`src/rtl/fsmc_pkg.sv`:
```
// ============================================================================
// Module : fsmc_pkg
// Brief  : Shared widths, default bus timings, state encoding and helpers
//          for the FSMC-style multiplexed bus master.
// Rev    : 1.0 - initial release
// ============================================================================
`default_nettype none

package fsmc_pkg;

    localparam int AD_W   = 18;
    localparam int DATA_W = 16;

    localparam int unsigned ADDSET_DEF  = 5;
    localparam int unsigned ADDHLD_DEF  = 4;
    localparam int unsigned DATAST_DEF  = 10;
    localparam int unsigned DHOLD_DEF   = 3;
    localparam int unsigned BUSTURN_DEF = 2;

    typedef enum logic [2:0] {
        ST_IDLE  = 3'd0,
        ST_ADDR  = 3'd1,
        ST_AHOLD = 3'd2,
        ST_DATA  = 3'd3,
        ST_DHOLD = 3'd4,
        ST_TURN  = 3'd5
    } state_t;

    // Timer reload value for a phase of 'cycles' length; 0 is treated as 1.
    function automatic logic [7:0] phase_load(input int unsigned cycles);
        if (cycles <= 1)
            return 8'd0;
        else if (cycles >= 256)
            return 8'd255;
        return 8'(cycles - 1);
    endfunction

endpackage

`default_nettype wire

```
`src/rtl/fsmc_phase_timer.sv`:
```
// ============================================================================
// Module : fsmc_phase_timer
// Brief  : 8-bit loadable down-counter with hold; tc is high at count zero.
// Rev    : 1.0 - initial release
// ============================================================================
`default_nettype none

module fsmc_phase_timer (
    input  logic       clk,
    input  logic       reset,
    input  logic       load,
    input  logic [7:0] load_val,
    input  logic       hold,
    output logic       tc
);

    logic [7:0] count;

    always_ff @(posedge clk) begin
        if (reset)
            count <= 8'd0;
        else if (load)
            count <= load_val;
        else if (!hold && count != 8'd0)
            count <= count - 8'd1;
    end

    assign tc = (count == 8'd0);

endmodule

`default_nettype wire

```
`src/rtl/fsmc_master.sv`:
```
// ============================================================================
// Module : fsmc_master
// Brief  : Multiplexed-AD asynchronous bus master (NADV/NWE/NOE strobes).
//          Optional wait input enabled by defining FSMC_MASTER_NWAIT_EN.
// Rev    : 1.0 - initial release
// ============================================================================
`default_nettype none

module fsmc_master
    import fsmc_pkg::*;
#(
    parameter int unsigned ADDSET  = ADDSET_DEF,
    parameter int unsigned ADDHLD  = ADDHLD_DEF,
    parameter int unsigned DATAST  = DATAST_DEF,
    parameter int unsigned DHOLD   = DHOLD_DEF,
    parameter int unsigned BUSTURN = BUSTURN_DEF
) (
    input  logic              clk,
    input  logic              reset,
    input  logic              req,
    input  logic              wr,
    input  logic [AD_W-1:0]   addr,
    input  logic [DATA_W-1:0] wdata,
    output logic              ready,
    output logic              done,
    output logic [DATA_W-1:0] rdata,
    output logic              rvalid,
    output logic              NADV,
    output logic              NWE,
    output logic              NOE,
    output logic [AD_W-1:0]   ad_o,
    output logic              ad_oe,
    input  logic [AD_W-1:0]   ad_i
`ifdef FSMC_MASTER_NWAIT_EN
    ,
    input  logic              NWAIT
`endif
);

    state_t            state;
    state_t            next_state;
    logic              wr_q;
    logic [AD_W-1:0]   addr_q;
    logic [DATA_W-1:0] wdata_q;
    logic              accept;
    logic              hold;
    logic              tc;
    logic              phase_end;
    logic              load;
    logic [7:0]        load_val;
    logic [AD_W-1:0]   txn_addr;
    logic [AD_W-1:0]   txn_data;
    logic              nadv_d;
    logic              nwe_d;
    logic              noe_d;
    logic              oe_d;
    logic [AD_W-1:0]   ad_d;
    logic              unused_ad_hi;

    assign ready     = (state == ST_IDLE);
    assign accept    = ready && req;
    assign txn_addr  = accept ? addr : addr_q;
    assign txn_data  = {{(AD_W-DATA_W){1'b0}}, wdata_q};
    assign unused_ad_hi = ^ad_i[AD_W-1:DATA_W];

`ifdef FSMC_MASTER_NWAIT_EN
    logic [1:0] nwait_sync;

    always_ff @(posedge clk) begin
        if (reset)
            nwait_sync <= 2'b11;
        else
            nwait_sync <= {nwait_sync[0], NWAIT};
    end

    // A low wait level only stretches the data strobe phase.
    assign hold = (state == ST_DATA) && !nwait_sync[1];
`else
    assign hold = 1'b0;
`endif

    assign phase_end = tc && !hold;
    assign load      = (next_state != state);

    always_comb begin
        next_state = state;
        case (state)
            ST_IDLE:  if (req)       next_state = ST_ADDR;
            ST_ADDR:  if (phase_end) next_state = ST_AHOLD;
            ST_AHOLD: if (phase_end) next_state = ST_DATA;
            ST_DATA:  if (phase_end) next_state = ST_DHOLD;
            ST_DHOLD: if (phase_end) next_state = ST_TURN;
            ST_TURN:  if (phase_end) next_state = ST_IDLE;
            default:                 next_state = ST_IDLE;
        endcase
    end

    always_comb begin
        load_val = 8'd0;
        case (next_state)
            ST_ADDR:  load_val = phase_load(ADDSET);
            ST_AHOLD: load_val = phase_load(ADDHLD);
            ST_DATA:  load_val = phase_load(DATAST);
            ST_DHOLD: load_val = phase_load(DHOLD);
            ST_TURN:  load_val = phase_load(BUSTURN);
            default:  load_val = 8'd0;
        endcase
    end

    // Strobe/AD values are decoded from next_state so the registered pins line up with state.
    always_comb begin
        nadv_d = 1'b1;
        nwe_d  = 1'b1;
        noe_d  = 1'b1;
        oe_d   = 1'b0;
        ad_d   = '0;
        case (next_state)
            ST_ADDR: begin
                nadv_d = 1'b0;
                oe_d   = 1'b1;
                ad_d   = txn_addr;
            end
            ST_AHOLD: begin
                ad_d = txn_addr;
                oe_d = wr_q || (state != ST_AHOLD);
            end
            ST_DATA: begin
                if (wr_q) begin
                    nwe_d = 1'b0;
                    oe_d  = 1'b1;
                    ad_d  = txn_data;
                end else begin
                    noe_d = 1'b0;
                end
            end
            ST_DHOLD: begin
                if (wr_q) begin
                    oe_d = 1'b1;
                    ad_d = txn_data;
                end
            end
            default: begin
                oe_d = 1'b0;
            end
        endcase
    end

    always_ff @(posedge clk) begin
        if (reset) begin
            state   <= ST_IDLE;
            NADV    <= 1'b1;
            NWE     <= 1'b1;
            NOE     <= 1'b1;
            ad_oe   <= 1'b0;
            ad_o    <= '0;
            done    <= 1'b0;
            rvalid  <= 1'b0;
            rdata   <= '0;
            wr_q    <= 1'b0;
            addr_q  <= '0;
            wdata_q <= '0;
        end else begin
            state  <= next_state;
            NADV   <= nadv_d;
            NWE    <= nwe_d;
            NOE    <= noe_d;
            ad_oe  <= oe_d;
            ad_o   <= ad_d;
            done   <= (state == ST_DHOLD) && phase_end;
            rvalid <= (state == ST_DATA) && phase_end && !wr_q;
            if (accept) begin
                wr_q    <= wr;
                addr_q  <= addr;
                wdata_q <= wdata;
            end
            if ((state == ST_DATA) && phase_end && !wr_q)
                rdata <= ad_i[DATA_W-1:0];
        end
    end

    fsmc_phase_timer u_timer (
        .clk      (clk),
        .reset    (reset),
        .load     (load),
        .load_val (load_val),
        .hold     (hold),
        .tc       (tc)
    );

endmodule

`default_nettype wire

```
`config.mk`:
```
export PLATFORM = sky130hd
export DESIGN_NAME = fsmc_master
export DESIGN_NICKNAME = d
export VERILOG_FILES = /design/src/rtl/fsmc_pkg.sv /design/src/rtl/fsmc_phase_timer.sv /design/src/rtl/fsmc_master.sv
export SDC_FILE = /design/constraint.sdc
export NUM_CORES = 1
export LEC_CHECK = 0
export ABC_CLOCK_PERIOD_IN_PS = 2300
export CORE_ASPECT_RATIO = 1.25
export CORE_MARGIN = 4
export CORE_UTILIZATION = 37
export CTS_CLUSTER_SIZE = 30
export DETAILED_ROUTE_END_ITERATION = 6
export HOLD_SLACK_MARGIN = 0.06
export PLACE_DENSITY = 0.77
export SETUP_SLACK_MARGIN = 0.4
export SKIP_CTS_REPAIR_TIMING = 1
export SYNTH_ARGS = -nofsm -noshare
export SYNTH_HDL_FRONTEND = slang
export SYNTH_HIERARCHICAL = 1
export SYNTH_SLANG_ARGS = --single-unit
export TNS_END_PERCENT = 100
```
`constraint.sdc`:
```
create_clock -name clk -period 2.3 [get_ports clk]
set_input_delay 0.23 -clock clk [delete_from_list [all_inputs] [get_ports clk]]
set_output_delay 0.23 -clock clk [all_outputs]
set_load 0.005 [all_outputs]
```
# After elaboration in Yosys (flattened, before gate mapping)
# Cells that the tools add are included.
[op_classes]
n_eq_ne = 12
reduce_logical = 13
mux = 17
add_sub_neg = 1
bitwise_logic = 1
[ops]
columns = ["operator", "count"]
rows = [
  ["$pmux W18 S2", 1],
  ["$pmux W4 S5", 1],
  ["$mux W18", 1],
  ["$mux W3", 6],
  ["$pmux W3 S6", 1],
  ["$mux W16", 1],
  ["$mux W8", 2],
  ["$eq A3 B2 Y1 const B", 4],
  ["$eq A3 B3 Y1 const B", 4],
  ["$logic_not A8 Y1", 1],
  ["$reduce_bool A8 Y1", 1],
  ["$sub A8 B1 Y8 const B", 1],
  ["$eq A3 B1 Y1 const B", 2],
  ["$reduce_or A2 Y1", 3],
  ["$logic_and A1 B1 Y1", 4],
  ["$logic_not A3 Y1", 1],
  ["$mux W1", 3],
  ["$ne A3 B2 Y1 const B", 1],
  ["$ne A3 B3 Y1", 1],
  ["$pmux W1 S3", 1],
  ["$reduce_bool A2 Y1", 1],
  ["$logic_not A1 Y1", 1],
  ["$logic_or A1 B1 Y1", 1],
  ["$not A1 Y1", 1],
]
[totals]
out_inout_bits = 41
input_bits = 56
regBits = 86

# Depth between registers and ports, before layout
# Gate-level depths: netlist of the first run.
[logic_depth]
depth_word = 6
ltp_mapped = 13
depth_no_buf = 12

# Cells and area by module
# The synthesis of the first run kept the hierarchy.
[modules_own_cells]
columns = ["module", "cells_each", "seq_area_each_um2", "area_per_inst_um2", "n_inst"]
rows = [
  ["fsmc_master", 328, 1561.5, 3031.7, 1],
  ["fsmc_phase_timer", 63, 160.2, 530.5, 1],
]

# Least setup slack after synthesis of the first run
# Ideal clock, no wire load.
[synth_timing]
kind = "flip-flop to flip-flop"
from = "register u_timer.count[3]"
to = "register u_timer.count[3]"
arrival_ns = 2.228
synth_period_minus_slack_ns = 2.287
setup_time_ns = 0.059
path_buffers = 1
stages_incl_launch_ff = 12
path_slack_ns = 0.013
required_ns = 2.241
path_cell_list = "dfxtp_1 -> nor4_4 -> nor3b_4 -> buf_2 -> nand2_1 -> xor2_1 -> nor2_1 -> ha_1 -> nor2_1 -> inv_1 -> a21oi_1 -> o31a_1"
[synth_via]
elab_chain_len = 6
word_cells_on_any_way = 19
cone_classes = "1 x add/sub; 6 x eq/ne; 9 x mux; 3 x reduce/logical"
[synth_lines]
columns = ["element", "line", "text"]
rows = [
  ["start: declaration", "fsmc_phase_timer.sv:17", "logic [7:0] count;"],
  ["start signal: assignment", "fsmc_phase_timer.sv:23", "count <= load_val;"],
  ["start signal: assignment", "fsmc_phase_timer.sv:25", "count <= count - 8'd1;"],
  ["$logic_not A8 Y1 *", "fsmc_phase_timer.sv:28", "assign tc = (count == 8'd0);"],
  ["named net phase_end", "fsmc_master.sv:48", "logic phase_end;"],
  ["$mux W3, on equally long branches", "--", ""],
  ["$pmux W3 S6 *", "fsmc_master.sv:87", "case (state)"],
  ["named net next_state[1]", "fsmc_master.sv:41", "state_t next_state;"],
  ["$eq A3 B3 Y1 (tied with other cells)", "fsmc_master.sv:100", "case (next_state)"],
  ["$pmux W4 S5 *", "fsmc_master.sv:100", ""],
  ["named net load_val[3]", "fsmc_master.sv:50", "logic [7:0] load_val;"],
  ["$mux W8 *", "fsmc_phase_timer.sv:22", "else if (load)"],
]
# Mark *: on every way through the listed nets, which the timed path passes. The rest lies on a longest branch. The select of a mux whose other input is x is not followed.
# A chain may end at the register's enable or synchronous reset.

# Final worst setup path of the first run
[layout_timing]
from = "register u_timer.count[4]"
to = "register u_timer.count[3]"
# Same word-level chain as after synthesis.

==> results.txt, run 1 <==
- Deepest clock path buffer count: 2
- Entering global routing, the biggest net connects 36 pins.
* Most frequent CP cell: nor2_1
* Status: completed
* Clock sink total: 86
* Max-slew violation count: 0
* Gp weighted congestion: 0.763
- After detailed routing, the average wire length per cell comes to about 15 um.
- Worst Hold Endpoint: addr_q[5]$_SDFF_PP0_
* Length of the first detailed-routing pass in iterations: 4
- Counting every instance in the synthesized netlist gives ~390.
- Most common flop cell mapped by yosys: dfxtp_1
- The number of antenna violations at the first check in global routing is 0.
- Remaining max-slew budget at the tightest pin: around 63%
- On the worst path, the slowest cell contributes a delay of about 0.40 ns.
* Clock transition at the registers of the reported paths: about 0.070 ns
- Avg Vias per Cell: between 4 and 5
* Final cycle utilization of the critical path: slightly below 100%
- Setup skew after layout: between 0.006 and 0.007 ns
- After synthesis, flip-flops and latches occupy approximately 48% of the total area.
* Overall via count from detail_route: ~3,100
- The setup path with the least slack is of type flip-flop to flip-flop.
- Count of cell types in the netlist: between 50 and 60
* HPWL after detailed placement: 5960 um
* Endpoints failing hold: 0
* Net count reported at finish: approximately 560
- Overall track demand over capacity in global routing: between 10% and 20%
- Setup repair after global routing could not meet its margin everywhere.
- P&R area growth vs syn: 44.4%
* Number of antenna diodes: 0
- The floorplan has 39 rows.
- Time the final worst path needs with I/O delays and setup: around 2.2 ns
- At the placement stage, the worst setup path has a slack of 0.00731 ns.
- Setup violations remaining at the end of the flow were counted as 0.
- The worst-case IR drop observed on VDD is roughly 0.00061 V.
* Routed Wire Length: between 9000 and 10,000 um
- Worst R2R Path Depth: 10
* Slew at the pin closest to its max-slew limit: between 0.5 and 0.6 ns
- Final non-filler cell total: 624
- Clock tree from TritonCTS: built
* Worst-path cell chain: nor4_4 -> nor3b_4 -> nand2_4 -> xor2_2 -> nor2_1 -> ha_1 -> nor2_1 -> inv_1 -> a21oi_1 -> o31a_1
- In this run the register-to-register setup slack is just under 0.09 ns.
- CP endpoint kind: flip-flop
* Leakage component of the power: between 1.5 and 2 nW
* Crit start category: flip-flop
- Counting the fill cells in the layout gives 819.
- For this run, the top clock speed supported by timing is 452 MHz.
- Power per unit of standard cell area: approximately 1100 nW/um^2
* Final worst slack: 0.0872 ns
- RR Endpoint: u_timer/count[3]$_SDFFE_PP0P_
- The tightest min-delay check is of the input pin to flip-flop type.
- For this run, the number of Yosys warnings is 6.
- Async set or reset register ratio after synthesis: 0%
- The first global-routing pass estimated roughly 14,000 um of wire.
- Post-Route Setup TNS: 0 ns
* Cell count after placement: 603
- Quantity of I/O buffers inserted on ports: 94
- Slowest-stage cell, CP: nor3b_4
* Top-level port count: 97
- Once the floorplan was initialized, standard cells occupied a little under 40% of the core.
- Overall die height: 118 um
- Delay-heaviest family, CP: simple AND/OR/NAND/NOR gates
- Along the worst path, the maximum fanout reaches 5.
- After detailed routing, the number of remaining DRC violations is 0.
- Die Outline Area: approximately 11,000 sq um
- The count of nets left with antenna violations once routing finished came out at 0.
- Cell area after technology mapping: 3560 sq um
* Vias in the first global route: just over 3,000
* Number of max-capacitance violations reported: 0
- Width of the chip: approximately 96 um
- Residual overflow from global routing: 0
- In this run the worst setup path begins at u_timer/count[4]$_SDFFE_PP0P_.
- Average size of a mapped cell: roughly 9.1 sq um
* Number of enable-type register cells in the synthesized netlist: 0
- Hold Path Stages: 2
- Startpoint of the worst register-to-register path: u_timer/count[4]$_SDFFE_PP0P_
* Total number of H-tree levels: 3
- Required time worst endpoint: approximately 2.6 ns
- The post-route netlist has ~17% of its cells at a drive strength greater than 1.
- Number of register bits inferred by synthesis: 86
* Arr. time, crit path: 2.49 ns
- In this run the most critical hold path is launched from reset.
- The number of clock buffers added by TritonCTS is 9.
- CTS placed an instance of clkbuf_16 at the clock tree root.
* CORE AREA: 9270 sq um
* Iteration-0 DRC count of the detailed router: approximately 140
- Clock latency reported for the late side of the worst-skew pair: around 0.33 ns
- Together, buffers and inverters on the worst path number 1.
==> worst max-delay path by stage <==
stage	cells past startpoint	to	slack, ns
2_1_floorplan	11	u_timer/count[3]$_SDFFE_PP0P_	0.19
3_3_place_gp	7	ad_o[10]$_SDFF_PP0_	0.07
3_5_place_dp	7	ad_o[11]$_SDFF_PP0_	0.007
4_1_cts	7	ad_o[15]$_SDFF_PP0_	-0.04
5_1_grt	10	u_timer/count[3]$_SDFFE_PP0P_	-0.08
6_report	10	u_timer/count[3]$_SDFFE_PP0P_	0.09
==> metrics by stage <==
stage	util, %	instance area, sq um	hold slack, ns	power [W]
2_1_floorplan	-	3650	0.296	0.00324
5_1_grt	55.5	5140	0.402	0.00583
3_5_place_dp	50.5	4680	0.451	0.00373
6_report	55.5	5140	0.370	0.00553
3_3_place_gp	50.5	4680	0.443	0.00366
4_1_cts	54.0	5010	0.367	0.00533
==> per-layer routing <==
metal | wire, um | GRT usage (%) | share of wire (%)
met3 | 653 | 4.60 | 7.2
met1 | 3610 | 17.8 | 40
met4 | 98 | 4.27 | 1.1
met5 | 0 | 0 | 0
met2 | 4700 | 28.1 | 52
==> synth_stat cells, types with 2 or more instances <==
master	number	share of area (%)
o21ai_0	3	0.42
mux2_2	6	1.9
xnor2_1	2	0.49
buf_6	3	0.95
or2_2	2	0.35
inv_1	11	1.2
nor4_1	2	0.35
and2_1	2	0.35
nand2b_1	5	0.88
o21a_1	2	0.42
clkbuf_1	10	1.1
xor2_1	3	0.74
buf_2	12	1.7
a21oi_2	2	0.49
nand2_1	76	8.0
a32oi_1	16	3.9
dfxtp_1	86	48
o22ai_1	2	0.35
or3_1	2	0.35
nor2_1	30	3.2
a21oi_1	46	6.5
mux2_4	10	4.2
ha_1	3	1.1
nor3_1	7	0.98
nor2b_1	18	3.2
==> area by class of cell <==
cell class                      instances  area [sq um]  share of cell area, %
Clock inverter                          7           103                   1.99
Inverter                               11          41.3                  0.803
Clock buffer                            9           225                   4.38
Tap cell                              123           154                   2.99
Multi-Input combinational cell        275          1760                   34.2
Timing Repair Buffer                  113          1130                   21.9
Sequential cell                        86          1730                   33.7
==> where the power goes <==
group          switching [W]  internal, W  total [W]
clock network       0.000633     0.000969    0.00160
logic               0.000954      0.00103    0.00198
registers           0.000219      0.00173    0.00195
==> worst register-to-register path, delay by kind of cell (launching register included) <==
kind            cells  cell delay, ns
compound gates      2            0.25
simple gates        5            0.99
fa+ha+maj           1            0.35
buf+inv             1            0.05
xor+xnor            1            0.17
flops               1            0.35
==> sequential cells by signal (all words and copies together) (netlist names), 3 cells and up <==
name	flops
ad_o	18
u_timer/count	8
rdata	16
addr_q	18
state	3
wdata_q	16
==> layout by cell type (no fill, tap or decap), types with 6 or more instances in the layout <==
| cell | n |
|---|---|
| mux2_2 | 6 |
| a21oi_1 | 44 |
| nor3_1 | 7 |
| dfxtp_2 | 6 |
| buf_4 | 14 |
| nor2b_1 | 18 |
| inv_1 | 9 |
| conb_1 | 8 |
| nand2_1 | 75 |
| dfxtp_1 | 79 |
| mux2_4 | 10 |
| clkdlybuf4s50_1 | 93 |
| clkbuf_16 | 9 |
| a32oi_1 | 16 |
| nor2_1 | 28 |
==> cell families after synthesis <==
group / count (synthesis) / share of synthesized area, %
mux: 17 / 6.39
compound gates: 86 / 15.9
simple gates: 155 / 21.5
buf+inv: 38 / 5.48
other cells: 1 / 0.105
flops: 86 / 48.3
xor+xnor: 5 / 1.23
fa+ha+maj: 3 / 1.05
(Power assumes the default switching activity.)
==> run 2: changes to the inputs <==
--- a/config.mk
+++ b/config.mk
@@ -9,6 +9,7 @@
 export CORE_ASPECT_RATIO = 1.25
 export CORE_MARGIN = 4
 export CORE_UTILIZATION = 37
+export CTS_CLUSTER_DIAMETER = 120
 export CTS_CLUSTER_SIZE = 30
 export DETAILED_ROUTE_END_ITERATION = 6
 export HOLD_SLACK_MARGIN = 0.06
==> results of run 2 <==
The final DEF is identical to that of run 1; final timing and power are the same.
